===== src/rtl/instr_fetch_unit.sv =====
// rtl/instr_fetch_unit.sv - fetch stage: PC, imem req/ack handshake, prefetch queue, redirect flush
module instr_fetch_unit #(
  parameter int              ADDR_W   = 12,
  parameter int              DEPTH    = 4,
  parameter logic [ADDR_W-1:0] RESET_PC = '0
) (
  input  logic                       i_clk,
  input  logic                       i_rst,
  output logic                       o_imem_req,
  output logic [ADDR_W-1:0]          o_imem_addr,
  input  logic                       i_imem_ack,
  input  logic [15:0]                i_imem_rdata,
  input  logic                       i_redirect_valid,
  input  logic [ADDR_W-1:0]          i_redirect_addr,
  input  logic                       i_instr_ready,
  output logic                       o_instr_valid,
  output logic [15:0]                o_instr_out,
  output logic [ADDR_W-1:0]          o_instr_pc,
  output logic [$clog2(DEPTH):0]     o_q_count
);

  localparam int PTR_W = $clog2(DEPTH);
  localparam int CNT_W = PTR_W + 1;

  typedef enum logic [1:0] {S_IDLE, S_WAIT, S_DISCARD} state_t;

  state_t              r_state, w_state_next;
  logic                r_req, w_req_next;
  logic [ADDR_W-1:0]   r_addr, w_addr_next;
  logic [ADDR_W-1:0]   r_pc, w_pc_next;
  logic [15:0]         r_q_instr [DEPTH];
  logic [ADDR_W-1:0]   r_q_pc    [DEPTH];
  logic [PTR_W-1:0]    r_wr_ptr, r_rd_ptr;
  logic [CNT_W-1:0]    r_count;

  logic                w_ack, w_push, w_pop, w_space;
  logic [CNT_W-1:0]    w_count_next;

  // An ack only counts while a request is actually outstanding.
  assign w_ack  = i_imem_ack & r_req;
  assign w_push = (r_state == S_WAIT) & w_ack & ~i_redirect_valid;
  assign w_pop  = i_instr_ready & (r_count != '0) & ~i_redirect_valid;

  assign w_count_next = i_redirect_valid ? '0 :
                        r_count + {{(CNT_W-1){1'b0}}, w_push} - {{(CNT_W-1){1'b0}}, w_pop};
  assign w_space      = w_count_next < CNT_W'(DEPTH);

  always_comb begin
    w_state_next = r_state;
    w_req_next   = r_req;
    w_addr_next  = r_addr;
    w_pc_next    = r_pc;
    case (r_state)
      S_IDLE: begin
        if (!i_redirect_valid && w_space) begin
          w_req_next   = 1'b1;
          w_addr_next  = r_pc;
          w_state_next = S_WAIT;
        end
      end
      S_WAIT: begin
        if (i_redirect_valid) begin
          if (w_ack) begin
            w_req_next   = 1'b0;
            w_state_next = S_IDLE;
          end else begin
            w_state_next = S_DISCARD;
          end
        end else if (w_ack) begin
          w_pc_next = r_addr + 1'b1;
          if (w_space) begin
            w_addr_next = r_addr + 1'b1;
          end else begin
            w_req_next   = 1'b0;
            w_state_next = S_IDLE;
          end
        end
      end
      S_DISCARD: begin
        if (w_ack) begin
          w_req_next   = 1'b0;
          w_state_next = S_IDLE;
        end
      end
      default: begin
        w_req_next   = 1'b0;
        w_state_next = S_IDLE;
      end
    endcase
    if (i_redirect_valid) begin
      w_pc_next = i_redirect_addr;
    end
  end

  always_ff @(posedge i_clk) begin
    if (i_rst) begin
      r_state  <= S_IDLE;
      r_req    <= 1'b0;
      r_addr   <= '0;
      r_pc     <= RESET_PC;
      r_wr_ptr <= '0;
      r_rd_ptr <= '0;
      r_count  <= '0;
    end else begin
      r_state <= w_state_next;
      r_req   <= w_req_next;
      r_addr  <= w_addr_next;
      r_pc    <= w_pc_next;
      r_count <= w_count_next;
      if (i_redirect_valid) begin
        r_wr_ptr <= '0;
        r_rd_ptr <= '0;
      end else begin
        if (w_push) r_wr_ptr <= r_wr_ptr + 1'b1;
        if (w_pop)  r_rd_ptr <= r_rd_ptr + 1'b1;
      end
    end
  end

  // Storage needs no reset: entries are only visible while r_count covers them.
  always_ff @(posedge i_clk) begin
    if (w_push) begin
      r_q_instr[r_wr_ptr] <= i_imem_rdata;
      r_q_pc[r_wr_ptr]    <= r_addr;
    end
  end

  assign o_imem_req    = r_req;
  assign o_imem_addr   = r_addr;
  assign o_q_count     = r_count;
  assign o_instr_valid = (r_count != '0);
  assign o_instr_out   = o_instr_valid ? r_q_instr[r_rd_ptr] : 16'h0000;
  assign o_instr_pc    = o_instr_valid ? r_q_pc[r_rd_ptr] : '0;

endmodule


===== config.mk =====
export PLATFORM = sky130hd
export DESIGN_NAME = instr_fetch_unit
export DESIGN_NICKNAME = d
export VERILOG_FILES = /design/src/rtl/instr_fetch_unit.sv
export SDC_FILE = /design/constraint.sdc
export NUM_CORES = 1
export LEC_CHECK = 0
export ABC_CLOCK_PERIOD_IN_PS = 2800
export CORE_ASPECT_RATIO = 0.6
export CORE_MARGIN = 3
export CORE_UTILIZATION = 50
export CTS_CLUSTER_SIZE = 40
export DETAILED_ROUTE_END_ITERATION = 8
export PLACE_DENSITY = 0.75
export RECOVER_POWER = 25
export SYNTH_ARGS = -nofsm -noshare
export SYNTH_HDL_FRONTEND = slang
export SYNTH_SLANG_ARGS = --single-unit

===== constraint.sdc =====
create_clock -name i_clk -period 2.8 [get_ports i_clk]
set_clock_uncertainty 0.15 [all_clocks]
set_input_delay 0.42 -clock i_clk [delete_from_list [all_inputs] [get_ports i_clk]]
set_output_delay 0.42 -clock i_clk [all_outputs]
set_load 0.005 [all_outputs]

* Word level (Yosys, flattened, before mapping)
Memory sizes are Yosys's and may differ from the RTL's. A register that Yosys moved wholly into a read port is not among the register bits.
Index checks and enable logic that the tools add are counted.
** Storage, ports and cells
- Input port bits :: 33
- Output and inout port bits :: 45
- Bits in writable memories :: 112
- Memories :: 2
- Bits in registers :: 34
- Word-level logic and storage cells :: 72
** Cells by class
- Equal/unequal tests :: 9
- Muxes and demuxes :: 30
- Reductions and logical operators :: 12
- $add $sub $neg :: 5
- $lt $le $gt $ge :: 1
- Bitwise operators :: 6
** Memory list
- r_q_instr :: words 4, width 16, read ports 1, clocked after memory_dff 1, write ports 1, RTL line 31 : logic [15:0] r_q_instr [DEPTH];
- r_q_pc :: words 4, width 12, read ports 1, clocked after memory_dff 1, write ports 1, RTL line 32 : logic [ADDR_W-1:0] r_q_pc [DEPTH];
** Operators with widths (number)
- $mux 12 :: 8
- $pmux 12 s2 :: 1
- $mux 2 :: 10
- $mux 16 :: 1
- $add 12x1->12 const B :: 1
- $ne 2x2->1 const B :: 5
- $mux 1 :: 7
- $ne 3x3->1 const B :: 2
- $pmux 2 s3 :: 1
- $reduce_bool 2->1 :: 3
- $and 1x1->1 :: 5
- $reduce_and 5->1 :: 1
- $add 2x1->2 const B :: 2
- $reduce_and 4->1 :: 1
- $add 3x1->3 :: 1
- $lt 3x3->1 const B :: 1
- $mux 3 :: 1
- $pmux 1 s3 :: 1
- $reduce_and 3->1 :: 1
- $reduce_bool 3->1 :: 1
- $sub 3x1->3 :: 1
- $eq 2x1->1 const B :: 1
- $eq 2x2->1 const B :: 1
- $logic_not 2->1 :: 1
- other kinds (5) :: 5

* Depth between registers and ports, before layout
- Depth after elaboration :: 11
- Depth in mapped cells :: 14

* Least setup slack after synthesis
No wires, ideal clock.
- Path kind :: input-to-reg
- Start point :: in i_redirect_valid
- End point :: reg r_addr[8] (netlist: o_imem_addr[8])
- Setup time :: 0.074 ns
- Stages on the path :: 14
- Data required time :: 2.576 ns
- Setup slack :: -0.282 ns
- Buffers on the path :: 3
- Arrival :: 2.858 ns
- Path through :: buf_6 > nor2_4 > and4_1 > clkbuf_1 > inv_1 > ha_1 > inv_1 > ha_1 > fa_1 > xor3_2 > and3_1 > buf_4 > a211o_1 > o21ai_0
** Between the ends
- Longest elaborated chain between the ends :: 9
- Elaborated cells between the ends (all ways) :: 13
** Ends and longest elaborated chain
- start, declared :: RTL line 13 : input logic i_redirect_valid,
- $not 1->1 :: RTL line 41, 42
- $and 1x1->1 :: RTL line 41 : assign w_push = (r_state == S_WAIT) & w_ack & ~i_redirect_valid;
- $add 3x1->3 :: RTL line 45 : r_count + {{(CNT_W-1){1'b0}}, w_push} - {{(CNT_W-1){1'b0}}, w_pop};
- $sub 3x1->3 :: RTL line 45
- $mux 3 :: RTL line 44 : assign w_count_next = i_redirect_valid ? '0 :
- $lt 3x3->1 :: RTL line 46 : assign w_space = w_count_next < CNT_W'(DEPTH);
- $logic_and 1x1->1 :: RTL line 55 : if (!i_redirect_valid && w_space) begin
- $ne 2x2->1 (no line)
- $reduce_and 5->1 (no line) *
- end signal, assigned :: RTL line 107 : r_addr <= w_addr_next;
- end, declared :: RTL line 29 : logic [ADDR_W-1:0] r_addr, w_addr_next;
Mark *: on every way between the ends. The rest lies on a longest branch, timed or not.
A chain may end at the register's enable or synchronous reset.

* Final worst setup path
- Start point :: in i_imem_ack
- End point :: reg r_addr[11] (netlist: o_imem_addr[11])
** Between the ends
- Longest elaborated chain between the ends :: 10
- Elaborated cells between the ends (all ways) :: 12
** Ends and longest elaborated chain
- start, declared :: RTL line 11 : input logic i_imem_ack,
- $and 1x1->1 * :: RTL line 40 : assign w_ack = i_imem_ack & r_req;
- $and 1x1->1 (2 in a row) :: RTL line 41
- $add 3x1->3 :: RTL line 45
- $sub 3x1->3 :: RTL line 45
- $mux 3 :: RTL line 44
- $lt 3x3->1 :: RTL line 46
- $logic_and 1x1->1 :: RTL line 55
- $ne 2x2->1 (no line)
- $reduce_and 5->1 (no line) *
Marks and branches as above.

==> flow_summary.toml <==
[clock_tree]
clock_path_buffers = 2
clkSinkCount = 148
cts_root_buf = "clkbuf_16"
insertion_delay_ns = 0.42
ctsHtreeMaxLevel = 4
cts_tree = "done"
hold_buffers = 0
clkTransAtPathRegs_ns = 0.06
cts_buffers = 17

[hold_path]
hold_class = "flip-flop to flip-flop"
whs_path_depth = 2

[route]
vias_per_cell = 5.766
wire_per_inst_microns = 19.88
drcViolationCount = 0
wl_microns = 14020
vias = 4065
postRouteAntennaNets = 0
first_iter_violations = 363
firstDrtPassIters = 5

[synthesis]
postSynthCellCount = 430
synth_top_family_by_area = "simple AND/OR/NAND/NOR gates"
synth_top_flop_cell = "edfxtp_1"
synthSimpleGateAreaFrac = 0.1233
netlist.area_leader.share = 0.5328
async_reset_ff_frac = 0
ys_ff_latch = 148
synthAdderAreaFrac = 0.01705
synth.area.mux_share = 0.09990
syn-num-nets = 471
synth_xor_area_frac = 0.01645
yosys.area.top_type = "edfxtp_1"
synth-edff-count = 112
avgSynthCellArea_sq_um = 14.68
yosysSeqAreaShare = 0.6470
ys_top_cells_by_area = "edfxtp_1, dfxtp_1, mux4_2"
synth.distinct_cells = 52
synth.cell_area_sq_um = 6312
synth_compound_area_frac = 0.06601
ys_warn_count = 0

[job]
cap_violations = 0

[floorplanning]
core-area_sq_um = 12180
num_io_pins = 78
initial_core_util = 0.5183
die_w_microns = 151.1
die_h_microns = 93.04
rows = 31
die_area_sq_um = 14050

[layout]
fill_cells = 898
final_cell_mix = "edfxtp_1, clkdlybuf4s50_1, dfxtp_1, mux4_2, nor2b_1"
layout_commonest_cell = "edfxtp_1"
drive_above_1_share = 0.1870
num_antenna_cells = 0
instances_no_fill = 705
fin_util = 0.6568
finalNetCount = 569
syn_to_final_growth_pct = 26.72

[grt]
grt_use_total = 0.1999
grt_pass1_vias = 3960
grt_max_degree = 35
antenna_found_initial = 0
grt_pass1_wl_microns = 21110
gr-total-overflow = 0

[timing]
max_slew_margin = 0.5991
slew_violations = 0
timing.fmax_mhz = 361.0
setup_viol = 0
hold_violations = 0
rsz0062_at_grt = "yes"
whs_ns = 0.3476
timing.final.crit_share = 0.9892
max_slew.worst_pin.slew_ns = 0.5982
fin_crit_ns = 2.770

[power_and_ir_drop]
peakVddDrop_mv = 0.4581
p_per_area_nw_per_um2 = 591.3
p_leak_uw = 0.002629

[critical_path]
cp-start-kind = "input port"
worstSetupPathType = "input port to flip-flop"
critical_path_required_ns = 2.97
cp-end-kind = "flip-flop"
path_max_fanout = 10
ff2ff_path_depth = 11
worstPathArrival_ns = 2.94

[status]
status = "finished clean"

[placement]
port_buffers = 77
dp.cells = 669
gp_congestion = 0.8433
dpl.hpwl_microns = 8583
[registers in the layout, summed over array words and instances (netlist names), named ones only]
| signal | cells |
|---|---|
| o_imem_req | 1 |
| r_q_pc | 48 |
| o_imem_addr | 12 |
| r_wr_ptr | 2 |
| o_q_count | 3 |
| r_state | 2 |
| r_q_instr | 64 |
| r_rd_ptr | 2 |
| r_pc | 12 |
[path summary, 6_finish.rpt]
check | start | slack (ns) | endpoint
worst min-delay path | r_pc[1] | 0.35 | o_imem_addr[1]
worst max register to register | r_state[1] | 0.08 | o_imem_addr[11]
worst min register to register | r_pc[1] | 0.35 | o_imem_addr[1]
worst max-delay path | i_imem_ack | 0.03 | o_imem_addr[11]
[routing by layer]
layer | wire length (microns) | global-route usage | part of all wire
met1 | 6275 | 0.2808 | 0.45
met2 | 6619 | 0.3150 | 0.47
met3 | 1008 | 0.05714 | 0.072
met4 | 115 | 0.04299 | 0.0082
met5 | 0 | 0 | 0
[cell families after synthesis]
logic type	after synthesis
simple gates	134
fa+ha+maj	8
mux	28
xor+xnor	8
compound gates	65
buf+inv	39
flops	148
[per-stage QoR]
| step | worst slack (ns) | power (uW) | TNS (ns) | instance area, sq um |
|---|---|---|---|---|
| final | 0.03017 | 4730 | 0 | 7999 |
| after global routing | -0.07098 | 4880 | -0.1651 | 7999 |
| after CTS | 0.01145 | 4757 | 0 | 7920 |
| after global placement | -0.3491 | 2685 | -3.874 | 7385 |
| after detailed placement | -0.4510 | 2696 | -4.816 | 7385 |
| after floorplan | -0.1292 | 2569 | -0.2933 | 6331 |
[worst max-delay path, cell delays in order]
cell	delay (ns)
clkdlybuf4s50_1	0.51
and4_1	0.22
inv_1	0.05
ha_1	0.27
inv_1	0.04
ha_2	0.17
fa_2	0.35
xor3_2	0.27
nand3_4	0.15
buf_4	0.18
o41ai_1	0.31
[layout make-up]
type | instances | area [sq um] | area share
Clock buffer | 18 | 429.2 | 0.05365
Clock inverter | 13 | 108.9 | 0.01361
Inverter | 10 | 37.54 | 0.004693
Multi-Input combinational cell | 243 | 2059 | 0.2575
Sequential cell | 148 | 4088 | 0.5110
Tap cell | 165 | 206.4 | 0.02581
Timing Repair Buffer | 108 | 1070 | 0.1337
[cell usage after synthesis (2+ instances only)]
cell	count
nor2b_1	26
a211o_1	3
inv_1	10
nand2b_1	3
nand3b_1	8
nor4_1	6
nor3_1	12
a21boi_0	3
buf_2	8
o41ai_1	4
ha_1	7
nand2_1	19
a31oi_1	6
buf_4	4
o32ai_1	5
dfxtp_1	36
and3_1	3
nand4_1	4
and2_1	9
nor3b_1	5
nand3_1	3
xnor2_1	6
and2b_1	4
o21ai_0	15
clkbuf_1	13
nor2_1	21
o31a_1	3
mux4_2	28
buf_6	2
and4_1	2
a21oi_1	20
edfxtp_1	112
[repair_timing]
action                     CTS  global route
buffers inserted             0             2
setup endpoints to repair    2            30
pin swaps                    0             1
gates cloned                 0             3
resized for setup            2             3
hold endpoints to repair     0             0
[power by group]
group	internal (uW)	leakage (uW)	switching, uW
Combinational	119	0.00104	117
Clock	1210	0.000264	869
Sequential	2380	0.00133	32.5
Total	3710	0.00263	1020
(Power assumes the default switching activity.)
==> edit 1: new RTL, same flow settings <==
Re-encode `state_t` (3 states) as one-hot, 3 bits wide.
--- a/src/rtl/instr_fetch_unit.sv
+++ b/src/rtl/instr_fetch_unit.sv
@@ -22,7 +22,7 @@
   localparam int PTR_W = $clog2(DEPTH);
   localparam int CNT_W = PTR_W + 1;
 
-  typedef enum logic [1:0] {S_IDLE, S_WAIT, S_DISCARD} state_t;
+  typedef enum logic [2:0] {S_IDLE = 3'b001, S_WAIT = 3'b010, S_DISCARD = 3'b100} state_t;
 
   state_t              r_state, w_state_next;
   logic                r_req, w_req_next;
Function: same outputs for any inputs over 4 cycles, from zero or initial values and one cycle with i_rst high; so few cycles prove little.
==> edit 1 against the unedited design <==
  * The flow now finishes with violations (negative setup slack)
  * First-iteration DRC count up 18%
  * Power up 2.5%
  * Sequential share of layout area down 1.7 points
  * Design area up 4.1%
  * Utilization up 2.0 points
  * Sequential cell count up 1
  * Setup slack worse by 0.31 ns
  * Die area up 1.7%
  * Sequential power about the same
  * Wire length up 8.4%
  * Synthesized area up 1.8%
  * Count of clock-buffer cells in the layout unchanged
  * Global-route usage up 0.84 points
  * Clock power up 5%
  * Largest cell class unchanged
==> edit 1: results (changes against the unedited design) <==
The run gives 4257 (+7.5%) as the number of global-route vias before repair. The number of distinct standard cells referenced by the synthesized netlist is 56 (+7.7%). Yosys attributes the largest share of cell area to edfxtp_1, dfxtp_1, mux4_2.

Number of gates given a new drive strength after cts: 11 (+9). The logs give 0.364 ns (+0.0160 ns) for the final-layout worst hold slack and 0.867 (+2.9%) for the final weighted congestion of routability-driven global placement. The adder-cell area share of the yosys netlist works out to 1.68% (-0.030 points).

For the setup-violating endpoint count in the final report, the log shows 16 (+16). The start point of the worst min-delay path is r_pc[8]$_SDFFE_PP0P_. For the fill cell instance count of the final layout, the log shows 824 (-8.2%). The fraction of synthesized area in multiplexers came out at 9.97% (-0.017 points). The synthesized net count was 484 (+2.8%).

The tools report the fraction of met3 tracks used by global routing as 5.06% (-0.65 points). The run gives 20.8% (+0.84 points) as the overall global routing resource usage. The fraction of final layout cells sized beyond drive strength 1 was 22.4% (+3.7 points). Sorting the synthesized cells by how often they occur yields edfxtp_1, dfxtp_1, nor2b_1. Pin count of the biggest net entering global routing: 31 (-11%). The largest fanout on the critical path is 5 (-5).

The checks that failed: negative setup slack. The worst setup timing slack at the placement stage is -0.744 ns (-0.293 ns), and the detailed-route wire length is 15200 µm (+8.4%). The arrival time of data at the critical path endpoint was 3.23 ns (+0.29 ns). Number of port buffers: 77 (unchanged).

The tools report the origin of the worst setup path as r_state[0]$_SDFFE_PP1P_. The final HPWL from detailed placement was 9440 µm (+10%); the net total in the final layout was 595 (+4.6%). For the sequential fraction of the synthesis area, the log shows 63.9% (-0.81 points).

The run finished, with violations left. The tools report the number of buffers inserted to repair setup after CTS as 1 (+1). The logs give 0.41 ns for the clock latency on the worst-skew pair and 4257 (+4.7%) for the number of vias after detailed routing. The parity-gate share of the synthesized area counting xor and xnor cells works out to 1.46% (-0.18 points).

Headroom to the max-slew limit: 57.2% (-2.7 points). Post-CTS clock slew at the launch and capture registers of the worst setup and hold paths: 0.06 ns (about the same). The largest vdd supply drop was 0.000400 V (-13%). The met1 global-route usage is 29.6% (+1.5 points). The share of the synthesized area in compound gates (AO/OA/AOI/OAI) was 7.97% (+1.4 points); the wire length of the first global-routing pass was 23000 µm (+9.1%). The aggregate negative setup slack was -3.22 ns (-3.22 ns); the slack of the critical path was -0.280 ns (-0.310 ns). The met2 track demand over resource in global routing was 33.0% (+1.5 points).
## edit 1: changes by cell type after synthesis, moves of 4 or more
| cell | delta |
|---|---|
| buf_4 | -4 |
| nand4_1 | -4 |
| nor2_1 | -4 |
| o32ai_1 | -4 |
| a211oi_1 | +4 |
| nand2b_1 | +4 |
| and2b_1 | -4 |
| nor2b_1 | +8 |
| nor3_1 | +4 |
| o21a_1 | +4 |
## edit 1: area by class of cell
| cell class | count | area share, % |
|---|---|---|
| clock buffer | 18 | 5.15 |
| clock inverter | 14 | 1.64 |
| inverter | 8 | 0.361 |
| multi-input combinational | 258 | 26.8 |
| sequential | 149 | 49.4 |
| tap | 165 | 2.48 |
| timing repair buffer | 120 | 14.2 |
## edit 1: through the flow
step                      std cells  instance area [µm²]
after floorplan                 443                 6440
after global placement          694                 7580
after detailed placement        694                 7580
after CTS                       727                 8190
after global routing            732                 8330
final                           732                 8330
## edit 1: metal layers
layer  routed length (µm)  vias up
li1                     -     1911
met1                 6970     2152
met2                 7120      179
met3                  992       15
met4                  103        0
met5                    0        -
## edit 1: final timing paths
check	to	cells after the start
setup reg to reg	r_state[2]$_SDFFE_PP0P_	13
setup / recovery	r_state[2]$_SDFFE_PP0P_	13
hold reg to reg	r_pc[8]$_SDFFE_PP0P_	2
hold / removal	r_pc[8]$_SDFFE_PP0P_	2
## edit 1: critical path, stage by stage, from the launching register on
cell and delay, ns:
dfxtp_2 0.32, or3b_4 0.42, nor2_4 0.10, inv_1 0.04, ha_1 0.27, inv_1 0.04, ha_2 0.17, fa_2 0.33
xnor3_2 0.27, buf_6 0.15, buf_12 0.13, o21ai_4 0.14, nand3b_1 0.12, a2111oi_2 0.32
## edit 1: power breakdown
group	internal [mW]	switching, mW
combinational	0.124	0.130
clock	1.30	0.881
sequential	2.39	0.0200
total	3.82	1.03
==> edit 2: new RTL, same settings <==
Made on the original files. The parameter `DEPTH` goes from 4 to 2.
--- a/src/rtl/instr_fetch_unit.sv
+++ b/src/rtl/instr_fetch_unit.sv
@@ -1,7 +1,7 @@
 // rtl/instr_fetch_unit.sv - fetch stage: PC, imem req/ack handshake, prefetch queue, redirect flush
 module instr_fetch_unit #(
   parameter int              ADDR_W   = 12,
-  parameter int              DEPTH    = 4,
+  parameter int              DEPTH    = 2,
   parameter logic [ADDR_W-1:0] RESET_PC = '0
 ) (
   input  logic                       i_clk,
Ports: changed (resized o_q_count); port bits go from 78 to 77. No check against the original RTL was run, so the function may have changed too.
==> edit 2 against the unedited design <==
  * Power decreased by 43%
  * Combinational power decreased by 7%
  * Count of clock-buffer cells in the layout decreased by 7
  * Sequential cell count decreased by 60
  * Setup slack improved by 0.089 ns
  * Worst hold slack improved by 0.0022 ns
  * Synthesized area decreased by 39%
  * Via count decreased by 25%
  * Design area decreased by 34%
  * Wire length decreased by 33%
  * Highest routed layer unchanged
==> edit 2: results (changes against the unedited design) <==
The total cell area at the placement stage is 4930 µm² (-33%). The critical path's largest stage delay was 0.45 ns (-0.06 ns); the number of vias after detailed routing was 3051 (-25%). The number of global-route vias before repair is 2822 (-29%). The pin count of the biggest net entering global routing was 30 (-14%). The met1 global-route usage was 31.1% (+3.0 points). The met2 track demand over resource in global routing is 33.2% (+1.7 points), and the net total in the final layout is 479 (-16%). The final HPWL from detailed placement is 6440 µm (-25%), and the fraction of final layout cells sized beyond drive strength 1 is 11.8% (-6.9 points). The slew of the pin with the lowest slew margin was 0.890 ns (+0.291 ns); the maximum operating frequency was 373 MHz (+3.3%).

The share of the final layout cell area in sequential cells came out at 44.3% (-6.8 points). The arrival time of data at the critical path endpoint is 2.79 ns (-0.15 ns). For the worst setup timing slack at the placement stage, the log shows -0.540 ns (-0.0894 ns). Tracing the worst setup path back leads to its startpoint at i_instr_ready. The logs give 383 (-19%) for the synthesized net count and 0.000354 V (-23%) for the largest vdd supply drop. The layout buffering overhead excluding clock cells is 19.6% (+6.2 points). The clock network fraction of total power came out at 39.1% (-4.9 points). Ranked by total cell area, the synthesized netlist is headed by edfxtp_1, dfxtp_1, mux2i_1. Fraction of synthesized area in multiplexers: 7.49% (-2.5 points).

The adder-cell area share of the yosys netlist was 1.23% (-0.48 points); the mean routed wirelength per cell was 17.0 µm (-14%). The number of buffers created by CTS is 9 (-8). The met3 wire length was 652 µm (-35%); the multi-input combinational cell area was 1480 µm² (-28%). By count the netlist is led by edfxtp_1, nor2_1, dfxtp_1. The clock network area share is 4.89% (-1.8 points), and the number of clock-tree buffers in the layout is 11 (-7). The total power per unit cell area is 515 nW/µm² (-13%).

The met1 wire length is 4460 µm (-29%), and the number of core rows is 24 (-23%). The number of gates given a new drive strength after cts was 8 (+6). The tools report the detailed router's first-iteration violation count as 234 (-36%). Number of inverters outside the clock class in the layout: 6 (-4). The run gives 1.43 mW (-41%) as the sequential power. The tools report the fraction of met3 tracks used by global routing as 5.47% (-0.24 points). The tools report the critical path capture point as o_imem_addr[0]$_SDFFE_PP0P_. The number of enable-type register cells in the synthesized netlist is 56 (-50%). The run finished with clean final reports. For the reg-to-reg setup timing slack, the log shows 0.18 ns (+0.10 ns). The fill cell instance count of the final layout is 569 (-37%), and the largest fanout on the critical path is 6 (-4).
==> edit 2: cell count changes in the layout (fill, tap and decap cells not counted), sizes merged, moves of 4 or more <==
cell    before  now
edfxtp     112   56
mux4        28    0
mux2i        0   29
and2b        4    0
nor2        22   50
dfxtp       36   32
nor2b       26    5
o21ai       15   19
inv         13    6
ha           7    3
clkbuf      22   14
a21oi       20   11
==> edit 2: per-stage QoR <==
step	std cells	hold slack (ns)	setup TNS [ns]	util (%)
2_1_floorplan	347	0.308	-0.209	-
3_3_place_gp	532	0.329	-3.39	66.7
3_5_place_dp	532	0.338	-4.78	66.7
4_1_cts	551	0.351	0	70.9
5_1_grt	552	0.376	0	71.0
6_report	552	0.350	0	71.0
==> edit 2: critical path: cells and delay by family <==
family	cells	cell delay [ns]
buf+inv	2	0.52
compound gates	2	0.29
simple gates	3	0.90
xor+xnor	1	0.26
fa+ha+maj	2	0.39
